### src/rtl/pid_incr_calc.sv
// pid_incr_calc
// Incremental PID back end for the ball-tracking servo loop. Takes the error
// triple e(k), e(k-1), e(k-2) and computes
//   du = Kp*(e0-e1) + Ki*e0 + Kd*(e0-2*e1+e2)
// with one shared multiplier over a 4-cycle sequence. It then accumulates
// u(k) = clamp(u(k-1) + (du >>> FRAC_BITS), U_MIN, U_MAX).
//
// Ports
//   clk, rst           clock; asynchronous active-high reset
//   sample_valid       one-cycle strobe, ek0/ek1/ek2 hold a new sample
//   ek0, ek1, ek2      signed 10-bit errors e(k), e(k-1), e(k-2)
//   kp, ki, kd         unsigned 8-bit gains, FRAC_BITS fractional bits
//   clr                synchronous clear of accumulator and sequence
//   busy               high while a computation is in progress
//   u                  saturated signed control word, held between updates
//   u_valid            one-cycle pulse when u has been updated
//   dbg_state          current sequencer state
//
// Handshake: a sample is accepted only on a cycle with sample_valid=1 and
// busy=0. A strobe while busy=1 is dropped; there is no queuing and no
// back-pressure. The u_valid cycle already has busy=0, so a strobe in that
// cycle is accepted.
module pid_incr_calc #(
  parameter int FRAC_BITS = 4,
  parameter int U_W       = 16,
  parameter int U_MAX     = 500,
  parameter int U_MIN     = -500
) (
  input  logic                  clk,
  input  logic                  rst,
  input  logic                  sample_valid,
  input  logic signed [9:0]     ek0,
  input  logic signed [9:0]     ek1,
  input  logic signed [9:0]     ek2,
  input  logic        [7:0]     kp,
  input  logic        [7:0]     ki,
  input  logic        [7:0]     kd,
  input  logic                  clr,
  output logic                  busy,
  output logic signed [U_W-1:0] u,
  output logic                  u_valid,
  output logic        [2:0]     dbg_state
);

  typedef enum logic [2:0] {
    IDLE  = 3'd0,
    MUL_P = 3'd1,
    MUL_I = 3'd2,
    MUL_D = 3'd3,
    ACC   = 3'd4
  } state_t;

  state_t                state_q;
  logic signed [10:0]    dp_q;
  logic signed [9:0]     di_q;
  logic signed [11:0]    dd_q;
  logic        [7:0]     kp_q, ki_q, kd_q;
  logic signed [22:0]    sum_q;
  logic signed [U_W-1:0] u_q;
  logic                  u_valid_q;

  // Operand preparation from the raw inputs, latched when IDLE accepts a sample.
  // dd spans +-2046 at most, so 12 bits never overflow.
  logic signed [10:0] dp_d;
  logic signed [11:0] dd_d;
  always_comb begin
    dp_d = {ek0[9], ek0} - {ek1[9], ek1};
    dd_d = {{2{ek0[9]}}, ek0} - {ek1[9], ek1, 1'b0} + {{2{ek2[9]}}, ek2};
  end

  // Shared multiplier. The state selects which operand/gain pair is multiplied.
  // Each gain is zero-extended so the product stays a signed multiply.
  logic signed [11:0] mul_a;
  logic        [7:0]  mul_g;
  logic signed [20:0] a_ext, g_ext, prod;
  logic signed [22:0] prod_ext;
  always_comb begin
    mul_a = '0;
    mul_g = '0;
    case (state_q)
      MUL_P:   begin mul_a = {dp_q[10], dp_q};        mul_g = kp_q; end
      MUL_I:   begin mul_a = {{2{di_q[9]}}, di_q};    mul_g = ki_q; end
      MUL_D:   begin mul_a = dd_q;                    mul_g = kd_q; end
      default: begin mul_a = '0;                      mul_g = '0;   end
    endcase
    a_ext    = {{9{mul_a[11]}}, mul_a};
    g_ext    = {13'd0, mul_g};
    prod     = a_ext * g_ext;
    prod_ext = {{2{prod[20]}}, prod};
  end

  // Accumulate step. The arithmetic shift floors toward -inf.
  // The sum is formed at 32 bits so that the clamp sees the true value before
  // any truncation. The saturated value is stored back, which gives anti-windup.
  logic signed [22:0]    delta;
  logic signed [31:0]    t_sum;
  logic signed [U_W-1:0] u_sat;
  always_comb begin
    delta = sum_q >>> FRAC_BITS;
    t_sum = {{9{delta[22]}}, delta} + {{(32-U_W){u_q[U_W-1]}}, u_q};
    if (t_sum > U_MAX)
      u_sat = U_W'(U_MAX);
    else if (t_sum < U_MIN)
      u_sat = U_W'(U_MIN);
    else
      u_sat = t_sum[U_W-1:0];
  end

  always_ff @(posedge clk or posedge rst) begin
    if (rst) begin
      state_q   <= IDLE;
      dp_q      <= '0;
      di_q      <= '0;
      dd_q      <= '0;
      kp_q      <= '0;
      ki_q      <= '0;
      kd_q      <= '0;
      sum_q     <= '0;
      u_q       <= '0;
      u_valid_q <= 1'b0;
    end else if (clr) begin
      // clr beats everything, including a coincident sample_valid.
      state_q   <= IDLE;
      sum_q     <= '0;
      u_q       <= '0;
      u_valid_q <= 1'b0;
    end else begin
      u_valid_q <= 1'b0;
      case (state_q)
        IDLE: begin
          if (sample_valid) begin
            dp_q    <= dp_d;
            di_q    <= ek0;
            dd_q    <= dd_d;
            kp_q    <= kp;
            ki_q    <= ki;
            kd_q    <= kd;
            sum_q   <= '0;
            state_q <= MUL_P;
          end
        end
        MUL_P: begin
          sum_q   <= prod_ext;
          state_q <= MUL_I;
        end
        MUL_I: begin
          sum_q   <= sum_q + prod_ext;
          state_q <= MUL_D;
        end
        MUL_D: begin
          sum_q   <= sum_q + prod_ext;
          state_q <= ACC;
        end
        ACC: begin
          u_q       <= u_sat;
          u_valid_q <= 1'b1;
          state_q   <= IDLE;
        end
        default: state_q <= IDLE;
      endcase
    end
  end

  assign busy      = (state_q != IDLE);
  assign u         = u_q;
  assign u_valid   = u_valid_q;
  assign dbg_state = state_q;

endmodule

### config.mk
export PLATFORM = sky130hd
export DESIGN_NAME = pid_incr_calc
export DESIGN_NICKNAME = d
export VERILOG_FILES = /design/src/rtl/pid_incr_calc.sv
export SDC_FILE = /design/constraint.sdc
export NUM_CORES = 1
export LEC_CHECK = 0
export CORE_MARGIN = 2
export CORE_UTILIZATION = 55
export DETAILED_ROUTE_END_ITERATION = 8
export PLACE_DENSITY = 0.77
export RECOVER_POWER = 25
export SYNTH_ARGS = -nofsm -noshare
export SYNTH_HDL_FRONTEND = slang
export SYNTH_SLANG_ARGS = --single-unit
### constraint.sdc
create_clock -name clk -period 9.4 [get_ports clk]
set_input_delay 1.41 -clock clk [delete_from_list [all_inputs] [get_ports clk]]
set_output_delay 1.41 -clock clk [all_outputs]
set_load 0.02 [all_outputs]
==> key figures <==
Run status
  • Status: finished with violations
  • Failing checks: max-capacitance violations, max-slew violations

Detailed routing
  • Vias per inst: 5.47
  • Detailed Route WL: 24,800 um
  • DRT iter0 DRCs: 368
  • Routed vias: 9,096
  • # DRC: 0
  • ANT nets after route: 0
  • Drt wl/cell: 14.9 um
  • Detailed Routing Iterations Pass 1: 4

Clock tree
  • Max clock buf depth: 2
  • Clk sink count: 100
  • Clk_lat worst skew: 0.36 ns
  • TritonCTS clock tree: yes
  • Post-CTS sizing: 0
  • TritonCTS buffer count: 9
  • # Post-CTS Setup Buffers: 0
  • Clock slew at reported path FFs: 0.09 ns
  • Clk root buf: clkbuf_16
  • CTS H-tree depth: 3
  • Hold_buf cts: 0

Timing
  • Period minus WS final: 8.23 ns
  • Setup TNS: 0 ns
  • Rel. slew slack: -0.510
  • Part of the cycle the worst path needs: 0.876
  • Hold slack: 0.476 ns
  • Final hold violations: 0
  • Max Slew Vio Count: 54
  • Final Skew: 0.0180 ns
  • Final worst slack: 1.17 ns
  • Fmax: 121 MHz
  • Unrepaired setup endpoints after global routing: no
  • Least-Margin Pin Slew: 2.25 ns
  • Final Setup Violations: 0

Worst setup path
  • CP max stage cell: fa_1
  • CP startpoint kind: flop
  • WP data required: 9.64 ns
  • Element type at the critical path end: flop
  • CP max FO: 29
  • Crit path kind: reg2reg
  • Worst Path Arrival: 8.48 ns
  • Largest stage delay, worst path: 0.58 ns
  • R2R depth: 29

Job
  • Max Cap Viol: 1

Finish
  • Design area: 12,600 um^2
  • Share of cells above drive strength 1: 0.0581
  • Nets@finish: 1,642
  • Synth-to-Final Area Change: 11.9%
  • Inserted Diodes: 0
  • Post-route insts no fill: 1,663
  • Final core utilization: 0.626
  • Layout fillers: 1,766

Logic synthesis
  • Async set-reset flop share out of synthesis: 1.00
  • Syn_area_per_cell: 8.48 um^2
  • Seq/Total Area, Yosys: 0.222
  • Cells after synthesis: 1,331
  • Number of synthesized register bits: 100
  • Post-synthesis net count: 1,585
  • YS warnings: 0
  • Number of enable flip-flop cells after synthesis: 0
  • Predominant post-synthesis flop cell: dfrtp_1
  • Syn Std Cell Area: 11,300 um^2
  • Netlist cell types: 62

GRT
  • First-pass GRT wire length: 42,800 um
  • Pin count of the biggest net entering global routing: 89
  • GRT Util Overall: 0.240
  • GRT overflow: 0
  • Number of global-route vias before repair: 9,212
  • Antenna violations before repair: 0

Power
  • Pwr Total: 1.70 mW
  • Combinational power share: 0.445
  • Lkg Pwr: 6.41 nW
  • P_int: 1.03 mW
  • Peak VDD IR: 0.0800 mV
  • Psw: 672 uW
  • Clock power frac: 0.228
  • Switch share: 0.396
  • Power per cell area: 134 nW/um^2
  • Seq pwr share: 0.328

Placed design
  • Post-DP HPWL: 20,300 um
  • Setup WS pre-CTS: 1.24 ns
  • PortBufs: 78
  • Placed cell areas: 12,300 um^2
  • Post-placement cell count: 1,647
  • GP Congestion: 0.934

Floorplan
  • Starting Density: 0.560
  • Die ar.: 21,700 um^2
  • Die width: 147 um
  • Row count: 52
  • Num ports: 79
  • Vert. Die Dim: 147 um
  • Core Box Area: 20,200 um^2

Min path
  • Hold/Removal Path Class: reg2reg
  • WHS Path Cells: 2
==> critical path: cells and delay by family (launching register included) <==
family                     cells  cell delay, ns
AOI/OAI and AO/OA              9            2.29
adders and majority gates      6            2.67
xor gates and xnor gates       1            0.10
DFF                            1            0.33
and+or+nand+nor                7            1.80
buffers and inverters          6            0.91
==> routing by layer <==
layer,vias to the layer above,track usage,routed length (um)
met5,-,0,0
met4,0,0.0760,547
met3,39,0.0230,695
met2,162,0.443,12700
met1,4334,0.296,10800
li1,4561,-,-
==> state kept, by name, indices dropped and copies added (netlist names), 3 cells and up <==
name,count
kp_q,8
di_q,10
ki_q,8
dp_q,11
sum_q,23
kd_q,8
u,16
dd_q,12
dbg_state,3
==> synth_stat cells (12+ instances only) <==
library cell	count	area share
nor2_1	113	0.038
xnor2_1	40	0.031
inv_1	219	0.073
a21oi_1	62	0.027
mux2_2	44	0.044
dfrtp_1	100	0.22
fa_1	91	0.16
a21o_1	44	0.029
clkbuf_1	32	0.011
o31ai_1	17	0.011
nand3_1	16	0.0071
nor3_1	21	0.0093
nand2_1	136	0.045
ha_1	105	0.12
nor2b_1	12	0.0066
nand2b_1	18	0.010
a22oi_1	18	0.012
xor2_1	20	0.016
o21ai_0	78	0.035
==> power groups by stage <==
stage          logic, mW  registers, mW  clock network, mW
6_report           0.755          0.557              0.387
5_1_grt            0.858          0.568              0.410
3_3_place_gp       0.732          0.561                  0
4_1_cts            0.760          0.557              0.392
3_5_place_dp       0.754          0.565                  0
2_1_floorplan      0.582          0.552                  0
==> layout make-up <==
cell class | count | area (um^2) | share of cell area
clock buffer | 9 | 225 | 0.0178
multi-input combinational | 974 | 7830 | 0.619
timing repair buffer | 84 | 826 | 0.0654
inverter | 219 | 823 | 0.0652
clock inverter | 7 | 93.8 | 0.00743
sequential | 100 | 2500 | 0.198
tap | 270 | 338 | 0.0267
==> final timing paths <==
kind,from,end,slack [ns]
setup / recovery,dbg_state[1],sum_q[21],1.17
hold / removal,dd_q[8],dd_q[8],0.48
setup reg to reg,dbg_state[1],sum_q[21],1.17
hold reg to reg,dd_q[8],dd_q[8],0.48
max in group asynchronous,rst,u[2],5.86
min in group asynchronous,rst,ki_q[3],2.10
==> logic make-up after synthesis <==
kind of cell | Yosys count | synth area share
compound gates | 306 | 0.176
simple gates | 365 | 0.144
fa+ha+maj | 196 | 0.278
xor+xnor | 61 | 0.0485
flops | 100 | 0.222
mux | 46 | 0.0461
buf+inv | 257 | 0.0864
==> placed cells by master, fill, tap and decap left out, drive strengths merged, types with 44 or more instances in the layout <==
cell type,Yosys,final
ha,105,105
nor2,113,113
mux2,45,45
nand2,136,136
dfrtp,100,100
o21ai,83,83
fa,91,91
inv,219,220
a21o,44,44
a21oi,62,62
clkdlybuf4s50,0,76
Power figures use the tool's default switching activity.
